--- config.mk ---
export PLATFORM = sky130hd
export DESIGN_NAME = uart_rx_cfg
export DESIGN_NICKNAME = d
export VERILOG_FILES = /design/src/rtl/uart_rx_cfg.sv
export SDC_FILE = /design/constraint.sdc
export NUM_CORES = 1
export LEC_CHECK = 0
export CAP_MARGIN = 25
export CORE_MARGIN = 1
export CORE_UTILIZATION = 40
export CTS_CLUSTER_DIAMETER = 150
export DETAILED_ROUTE_END_ITERATION = 8
export PLACE_DENSITY_LB_ADDON = 0.3
export SKIP_LAST_GASP = 1
export SYNTH_ARGS = -nofsm -noshare
export SYNTH_HDL_FRONTEND = slang
export SYNTH_SLANG_ARGS = --single-unit
--- constraint.sdc ---
create_clock -name clk -period 2.26 [get_ports clk]
set_input_delay 0.452 -clock clk [delete_from_list [all_inputs] [get_ports clk]]
set_output_delay 0.452 -clock clk [all_outputs]
set_load 0.02 [all_outputs]
--- src/rtl/uart_rx_cfg.sv ---
// UART receiver: programmable baud divisor, 16x oversampling with 3-sample
// majority vote, optional odd/even parity, 1 or 2 stop bits, valid/ready output.
module uart_rx_cfg #(
    parameter int unsigned DATA_WIDTH = 8,
    parameter int unsigned DIV_WIDTH  = 16,
    parameter int unsigned OVERSAMPLE = 16
) (
    input  logic                  clk,
    input  logic                  rst_n,
    input  logic                  rx,
    input  logic [DIV_WIDTH-1:0]  baud_div,
    input  logic                  parity_en,
    input  logic                  parity_odd,
    input  logic                  stop2,
    output logic [DATA_WIDTH-1:0] m_data,
    output logic                  m_perr,
    output logic                  m_valid,
    input  logic                  m_ready,
    output logic                  frame_err,
    output logic                  overrun,
    output logic                  break_det
);

    localparam int unsigned SCW = $clog2(OVERSAMPLE);
    localparam int unsigned BCW = $clog2(DATA_WIDTH);
    localparam int unsigned MID = OVERSAMPLE / 2;

    typedef enum logic [2:0] {
        IDLE,
        START,
        DATA,
        PARITY,
        STOP1,
        STOP2,
        BRK_WAIT
    } state_t;

    state_t                state;
    logic                  rx_meta;
    logic                  rx_sync;
    logic [DIV_WIDTH-1:0]  tick_cnt;
    logic [DIV_WIDTH-1:0]  div_q;
    logic [SCW-1:0]        samp_cnt;
    logic                  smp0;
    logic                  smp1;
    logic [DATA_WIDTH-1:0] shreg;
    logic [BCW-1:0]        bit_cnt;
    logic                  par_bit;
    logic                  pen_q;
    logic                  podd_q;
    logic                  stop2_q;

    logic                  tick;
    logic                  maj_pt;
    logic                  maj;
    logic                  data_perr;
    logic                  is_break;
    logic                  deliver;

    assign tick      = (state != IDLE) && (tick_cnt == div_q);
    assign maj_pt    = tick && (samp_cnt == SCW'(MID + 1));
    assign maj       = (smp0 & smp1) | (smp0 & rx_sync) | (smp1 & rx_sync);
    assign data_perr = pen_q && ((^shreg ^ par_bit) != podd_q);
    assign is_break  = (shreg == '0) && !(pen_q && par_bit);
    assign deliver   = maj_pt && maj &&
                       (((state == STOP1) && !stop2_q) || (state == STOP2));

    // Two-flop synchronizer for the asynchronous rx pin, idle high.
    always_ff @(posedge clk or negedge rst_n) begin
        if (!rst_n) begin
            rx_meta <= 1'b1;
            rx_sync <= 1'b1;
        end else begin
            rx_meta <= rx;
            rx_sync <= rx_meta;
        end
    end

    // Oversample tick generator, per-bit sample counter and vote captures.
    always_ff @(posedge clk or negedge rst_n) begin
        if (!rst_n) begin
            tick_cnt <= '0;
            samp_cnt <= '0;
            smp0     <= 1'b1;
            smp1     <= 1'b1;
        end else if (state == IDLE) begin
            tick_cnt <= '0;
            samp_cnt <= '0;
        end else if (tick) begin
            tick_cnt <= '0;
            samp_cnt <= (samp_cnt == SCW'(OVERSAMPLE - 1)) ? '0 : samp_cnt + SCW'(1);
            if (samp_cnt == SCW'(MID - 1)) smp0 <= rx_sync;
            if (samp_cnt == SCW'(MID))     smp1 <= rx_sync;
        end else begin
            tick_cnt <= tick_cnt + DIV_WIDTH'(1);
        end
    end

    // Frame sequencing, config latching, framing-error and break pulses.
    always_ff @(posedge clk or negedge rst_n) begin
        if (!rst_n) begin
            state     <= IDLE;
            div_q     <= '0;
            pen_q     <= 1'b0;
            podd_q    <= 1'b0;
            stop2_q   <= 1'b0;
            shreg     <= '0;
            bit_cnt   <= '0;
            par_bit   <= 1'b0;
            frame_err <= 1'b0;
            break_det <= 1'b0;
        end else begin
            frame_err <= 1'b0;
            break_det <= 1'b0;
            case (state)
                IDLE: begin
                    if (!rx_sync) begin
                        state   <= START;
                        div_q   <= baud_div;
                        pen_q   <= parity_en;
                        podd_q  <= parity_odd;
                        stop2_q <= stop2;
                        bit_cnt <= '0;
                        par_bit <= 1'b0;
                    end
                end
                START: begin
                    if (maj_pt) state <= maj ? IDLE : DATA;
                end
                DATA: begin
                    if (maj_pt) begin
                        shreg   <= {maj, shreg[DATA_WIDTH-1:1]};
                        bit_cnt <= bit_cnt + BCW'(1);
                        if (bit_cnt == BCW'(DATA_WIDTH - 1)) state <= pen_q ? PARITY : STOP1;
                    end
                end
                PARITY: begin
                    if (maj_pt) begin
                        par_bit <= maj;
                        state   <= STOP1;
                    end
                end
                STOP1: begin
                    if (maj_pt) begin
                        if (!maj) begin
                            if (is_break) begin
                                break_det <= 1'b1;
                                state     <= BRK_WAIT;
                            end else begin
                                frame_err <= 1'b1;
                                state     <= IDLE;
                            end
                        end else begin
                            state <= stop2_q ? STOP2 : IDLE;
                        end
                    end
                end
                STOP2: begin
                    if (maj_pt) begin
                        if (!maj) frame_err <= 1'b1;
                        state <= IDLE;
                    end
                end
                BRK_WAIT: begin
                    if (rx_sync) state <= IDLE;
                end
                default: state <= IDLE;
            endcase
        end
    end

    // Output word register with overrun detection and valid/ready handshake.
    always_ff @(posedge clk or negedge rst_n) begin
        if (!rst_n) begin
            m_data  <= '0;
            m_perr  <= 1'b0;
            m_valid <= 1'b0;
            overrun <= 1'b0;
        end else begin
            overrun <= 1'b0;
            if (deliver) begin
                if (!m_valid || m_ready) begin
                    m_data  <= shreg;
                    m_perr  <= data_perr;
                    m_valid <= 1'b1;
                end else begin
                    overrun <= 1'b1;
                end
            end else if (m_valid && m_ready) begin
                m_valid <= 1'b0;
            end
        end
    end

endmodule

Word-level counts from Yosys, hierarchy flattened
Index checks and enable logic that the tools add are counted.
{ "word_totals": {"ff_bits": 71, "input_bits": 23, "word_cells": 124} }
{ "op_classes": {"add_sub_neg": 3, "eq_ne": 22, "mux": 40, "bitwise": 8, "reduce_logical": 31} }
{ "ops": {"columns": ["cell", "n"], "rows": [
  ["$mux 3", 14],
  ["$mux 16", 2],
  ["$pmux 3 s7", 1],
  ["$add 16x1->16 const B", 1],
  ["$eq 16x16->1", 1],
  ["$mux 1", 16],
  ["$ne 2x2->1 const B", 8],
  ["$eq 3x3->1 const B", 4],
  ["$eq 4x4->1 const B", 3],
  ["$mux 4", 3],
  ["$reduce_and 3->1", 4],
  ["$logic_and 1x1->1", 9],
  ["$logic_not 8->1", 1],
  ["$reduce_and 2->1", 4],
  ["$reduce_and 8->1", 1],
  ["$reduce_bool 2->1", 4],
  ["$reduce_xor 8->1", 1],
  ["$eq 3x2->1 const B", 2],
  ["$pmux 3 s2", 1],
  ["$add 4x1->4 const B", 1],
  ["$eq 4x3->1 const B", 1],
  ["$pmux 1 s2", 2],
  ["$add 3x1->3 const B", 1],
  ["$and 1x1->1", 3],
  ["11 further kinds", 16]
]} }

Logic depth before layout (Yosys ltp)
{ "depth": {"depth_word": 7, "depth_mapped": 8, "ltp_nobuf": 8} }

Worst setup path before layout
No wires, ideal clock.
{ "synth_path": {"path_type": "reg2reg", "startpoint": "register tick_cnt[3]", "endpoint": "register m_data[0]", "setup_ns": 0.125, "arrival_ns": 1.923, "setup_slack_ns": 0.212, "stages_incl_launch_ff": 8, "n_path_buf": 1, "synth_period_minus_slack_ns": 2.048, "cell_sequence": "dfrtp_1 -> xnor2_1 -> nand4_1 -> nor4_4 -> nand3_2 -> nor3b_2 -> buf_6 -> mux2_4"} }
{ "synth_via": {"elab_chain_cells": 6} }
{ "synth_lines": {"columns": ["item", "line", "source"], "rows": [
  ["start, declared", "41", "logic [DIV_WIDTH-1:0] tick_cnt;"],
  ["start signal, assigned", "95", "tick_cnt <= tick_cnt + DIV_WIDTH'(1);"],
  ["$eq 16x16->1", "60", "assign tick = (state != IDLE) && (tick_cnt == div_q);"],
  ["$logic_and 1x1->1", "60", null],
  ["$logic_and 1x1->1", "61", "assign maj_pt = tick && (samp_cnt == SCW'(MID + 1));"],
  ["$logic_and 1x1->1 (2 in series)", "65", "assign deliver = maj_pt && maj &&"],
  ["$reduce_and 2->1 (no source line)", null, null],
  ["end signal, assigned", "183", "m_data <= shreg;"],
  ["end, declared", "15", "output logic [DATA_WIDTH-1:0] m_data,"]
]} }
No other way between the ends.
A chain may end at the register's enable or synchronous reset.

Final worst setup path
{ "layout_path": {"startpoint": "register tick_cnt[2]", "endpoint": "register m_data[0]"} }
The elaborated chain is that of the path after synthesis.

==> report_table.html <==
<table>
<tr><th>Metric</th><th>Value</th></tr>
<tr><th colspan="2">Yosys</th></tr>
<tr><td>Count of warnings emitted by yosys</td><td>0</td></tr>
<tr><td>Number of synthesized register bits</td><td>just over 70</td></tr>
<tr><td>Gate count after technology mapping</td><td>around 350</td></tr>
<tr><td>Synthesized area divided by synthesized cell count</td><td>between 9 and 10 um^2</td></tr>
<tr><td>Ys async rst share</td><td>1.000</td></tr>
<tr><td>EDFF count, synth</td><td>0</td></tr>
<tr><td>Library cells used by synthesis</td><td>43</td></tr>
<tr><td>Part of the Yosys area used for sequential elements</td><td>0.5115</td></tr>
<tr><td>Nets in the synthesized netlist</td><td>386</td></tr>
<tr><td>Top_reg_cell synth</td><td>sky130_fd_sc_hd__dfrtp_1</td></tr>
<tr><td>Post-synthesis instance area</td><td>around 3500 um^2</td></tr>
<tr><th colspan="2">Placement</th></tr>
<tr><td>Final Wtd Congestion</td><td>around 0.86</td></tr>
<tr><td>I/O Buffers</td><td>35</td></tr>
<tr><td>Total half-perimeter wirelength after legalization and detailed placement</td><td>~4700 um</td></tr>
<tr><td>Number of instances in the placed design</td><td>491</td></tr>
<tr><td>Area after DPL</td><td>3990 um^2</td></tr>
<tr><th colspan="2">Die</th></tr>
<tr><td>Die footprint</td><td>roughly 9000 um^2</td></tr>
<tr><td>Number of cell rows</td><td>33</td></tr>
<tr><td>Starting density of the core</td><td>0.4176</td></tr>
<tr><td>Number of primary I/O pins</td><td>36</td></tr>
<tr><td>Die Span Y</td><td>approximately 95 um</td></tr>
<tr><td>Floorplan Core Area</td><td>between 8000 and 9000 um^2</td></tr>
<tr><td>Horizontal die dimension</td><td>between 90 and 100 um</td></tr>
<tr><th colspan="2">Cells and area</th></tr>
<tr><td>Growth of design area from synthesis to finish</td><td>19.43%</td></tr>
<tr><td>Commonest cells after routing, fill and taps aside</td><td>78 x sky130_fd_sc_hd__nand2_1, 67 x sky130_fd_sc_hd__dfrtp_1, 34 x sky130_fd_sc_hd__clkdlybuf4s50_1, 28 x sky130_fd_sc_hd__xnor2_1, 27 x sky130_fd_sc_hd__nor2_1</td></tr>
<tr><td>Number of standard cells in the layout, taps in and fillers out</td><td>between 500 and 600</td></tr>
<tr><td>Number of nets at the end of the flow</td><td>431</td></tr>
<tr><td>Commonest non-fill, non-tap cell in the layout</td><td>sky130_fd_sc_hd__nand2_1</td></tr>
<tr><td>Post-layout instance area</td><td>4160 um^2</td></tr>
<tr><td>Ratio of cells with drive above 1 in the final layout</td><td>0.1318</td></tr>
<tr><td>End-of-flow core utilization</td><td>0.4988</td></tr>
<tr><td>Total inserted antenna cells</td><td>0</td></tr>
<tr><th colspan="2">Power and ir drop</th></tr>
<tr><td>Maximum vdd drop</td><td>approximately 0.37 mV</td></tr>
<tr><td>Power per unit of standard cell area</td><td>584.1 nW/um^2</td></tr>
<tr><td>Leakage dissipation</td><td>1.859 nW</td></tr>
<tr><th colspan="2">STA</th></tr>
<tr><td>Setup TNS after final layout</td><td>0 ns</td></tr>
<tr><td>Final clock period utilization by the worst path</td><td>0.9421</td></tr>
<tr><td>Slew at the pin with the worst max-slew slack</td><td>approximately 0.65 ns</td></tr>
<tr><td>Post-Route Skew</td><td>about 0.0067 ns</td></tr>
<tr><td>Final max-slew violation count</td><td>0</td></tr>
<tr><td>Worst hold slack after final layout</td><td>approximately 0.097 ns</td></tr>
<tr><td>Hold Vio Cnt, Final</td><td>0</td></tr>
<tr><td>Final setup fails</td><td>0</td></tr>
<tr><td>Final period demand of the worst path</td><td>about 2.1 ns</td></tr>
<tr><td>Rel. slew slack</td><td>0.5674</td></tr>
<tr><td>Highest attainable clock frequency</td><td>between 400 and 500 MHz</td></tr>
<tr><td>Setup repair after global routing missed its margin</td><td>false</td></tr>
<tr><th colspan="2">Routing</th></tr>
<tr><td>Routed length per placed instance</td><td>~13 um</td></tr>
<tr><td>DRC marker count from the first detailed-route iteration</td><td>97</td></tr>
<tr><td>Via count</td><td>2,514</td></tr>
<tr><td>Remaining DRCs</td><td>0</td></tr>
<tr><td>Number of routed nets with antenna violations</td><td>0</td></tr>
<tr><td>First drt pass iteration count</td><td>4</td></tr>
<tr><td>Via-to-Cell Ratio</td><td>roughly 5.0</td></tr>
<tr><td>Total wire length</td><td>6543 um</td></tr>
<tr><th colspan="2">Critical path</th></tr>
<tr><td>Crit path capture type</td><td>register</td></tr>
<tr><td>Crit path DAT</td><td>between 2 and 2.5 ns</td></tr>
<tr><td>Critical Path RT</td><td>around 2.5 ns</td></tr>
<tr><td>Type of the setup path with the least slack</td><td>reg2reg</td></tr>
<tr><td>Startpoint kind of the worst setup timing path</td><td>register</td></tr>
<tr><td>Worst Path Max Fanout</td><td>9</td></tr>
<tr><th colspan="2">Global route</th></tr>
<tr><td>Antenna violations before repair</td><td>0</td></tr>
<tr><td>GR Overflow Total</td><td>0</td></tr>
<tr><td>First-pass GRT wire length</td><td>between 10,000 and 15,000 um</td></tr>
<tr><td>Met1 layer usage reported by global route</td><td>0.2083</td></tr>
<tr><td>Pin count of the biggest net entering global routing</td><td>48</td></tr>
<tr><td>GR Layer Usage met2</td><td>0.2732</td></tr>
<tr><td>M3 GR Usage</td><td>0.04067</td></tr>
<tr><td>GRT Max-Usage Layer</td><td>met2</td></tr>
<tr><td>Global-route usage over all layers</td><td>0.1656</td></tr>
<tr><td>Number of global-route vias before repair</td><td>about 2,500</td></tr>
<tr><th colspan="2">Clock tree</th></tr>
<tr><td>Library cell used as clock root buffer</td><td>sky130_fd_sc_hd__clkbuf_8</td></tr>
<tr><td>Clock-pin slew of the registers on the worst-case setup and hold paths</td><td>~0.08 ns</td></tr>
<tr><td>Post-CTS Resized</td><td>0</td></tr>
<tr><td>Maximum buffer depth of the clock tree</td><td>2</td></tr>
<tr><td>Num CTS Buffers</td><td>9</td></tr>
<tr><td>Worst-skew pair later-pin latency</td><td>approximately 0.34 ns</td></tr>
<tr><td># H-tree levels</td><td>3</td></tr>
<tr><td>Total number of clock tree sinks</td><td>~70</td></tr>
<tr><td>CTS tree</td><td>yes</td></tr>
<tr><th colspan="2">Min path</th></tr>
<tr><td>Hold WC Path Type</td><td>in2async</td></tr>
<tr><th colspan="2">Flow run</th></tr>
<tr><td>Total of max-cap violations</td><td>0</td></tr>
<tr><th colspan="2">Run status</th></tr>
<tr><td>Outcome</td><td>finished clean</td></tr>
</table>
per-layer routing:
metal	wire length, um	part of all wire
met1	3072	0.47
met2	3131	0.48
met3	240	0.037
met4	98	0.015
met5	0	0
Yosys cell counts, types with 7 or more instances:
master / instances / area (um^2)
sky130_fd_sc_hd__nand2_1: 78 / 292.8
sky130_fd_sc_hd__dfrtp_1: 67 / 1677
sky130_fd_sc_hd__xnor2_1: 28 / 245.2
sky130_fd_sc_hd__nor2_1: 27 / 101.4
sky130_fd_sc_hd__o21ai_0: 20 / 100.1
sky130_fd_sc_hd__inv_1: 17 / 63.81
sky130_fd_sc_hd__nand3_1: 11 / 55.05
sky130_fd_sc_hd__ha_1: 10 / 125.1
sky130_fd_sc_hd__clkbuf_1: 8 / 30.03
sky130_fd_sc_hd__mux2_4: 8 / 120.1
sky130_fd_sc_hd__xor2_1: 8 / 70.07
sky130_fd_sc_hd__nor3_1: 7 / 35.03
report_power, final:
part           switching (mW)  total, mW  leakage [nW]  internal [mW]
Combinational          0.0816      0.184         0.863          0.102
Sequential             0.0574       1.38         0.915           1.32
Clock                   0.479      0.866        0.0809          0.387
kinds of logic (layout without fill, tap and decap cells):
| group | Yosys count | in the layout | synth area share |
|---|---|---|---|
| AND/OR/NAND/NOR | 152 | 152 | 0.2022 |
| flip-flops | 71 | 71 | 0.5115 |
| AO/OA/AOI/OAI | 37 | 37 | 0.06322 |
| XOR/XNOR | 36 | 36 | 0.09052 |
| buffers and inverters | 32 | 81 | 0.04023 |
| multiplexers | 14 | 14 | 0.05352 |
| adder cells (fa/ha/maj) | 11 | 11 | 0.03879 |
state kept, by name, summed over array words and instances, names as in the netlist, 3 cells and up:
register  count
samp_cnt      4
div_q        16
bit_cnt       3
shreg         8
m_data        8
tick_cnt     16
state         3
layout make-up:
| type | count | area (um^2) |
|---|---|---|
| Clock buffer | 9 | 123.9 |
| Clock inverter | 6 | 38.79 |
| Fill cell | 775 | 4180 |
| Inverter | 18 | 67.56 |
| Multi-Input combinational cell | 250 | 1562 |
| Sequential cell | 71 | 1782 |
| Tap cell | 105 | 131.4 |
| Timing Repair Buffer | 48 | 455.4 |
critical path, stage by stage, from the launching register on:
cell,delay [ns]
sky130_fd_sc_hd__dfrtp_1,0.39
sky130_fd_sc_hd__xnor2_1,0.22
sky130_fd_sc_hd__nand4_1,0.19
sky130_fd_sc_hd__nor4_4,0.27
sky130_fd_sc_hd__buf_4,0.18
sky130_fd_sc_hd__nand3_2,0.08
sky130_fd_sc_hd__nor3b_2,0.16
sky130_fd_sc_hd__buf_4,0.22
sky130_fd_sc_hd__mux2_4,0.31
final timing paths:
| check | slack, ns | start | to | cells after the start |
|---|---|---|---|---|
| worst max-delay path | 0.13 | tick_cnt[2] | m_data[0] | 8 |
| worst min-delay path | 0.1 | rst_n | state[1] | 1 |
| worst max register to register | 0.13 | tick_cnt[2] | m_data[0] | 8 |
| worst min register to register | 0.36 | rx_meta | rx_sync | 0 |
| max in group asynchronous | 1.52 | rst_n | tick_cnt[15] | 2 |
| min in group clk | 0.36 | rx_meta | rx_sync | 0 |
through the flow:
step	power, mW	setup WS [ns]
after detailed placement	1.592	0.09295
final	2.430	0.1309
after global routing	2.561	0.05548
after global placement	1.583	0.1281
after CTS	2.479	0.08090
after floorplan	1.492	0.2115
timing repair:
action | in CTS | in global routing
hold buffers | 0 | 0
buffers inserted | 0 | 1
endpoints found under the setup margin | 0 | 9
No activity file was read; power rests on OpenSTA's default activity.
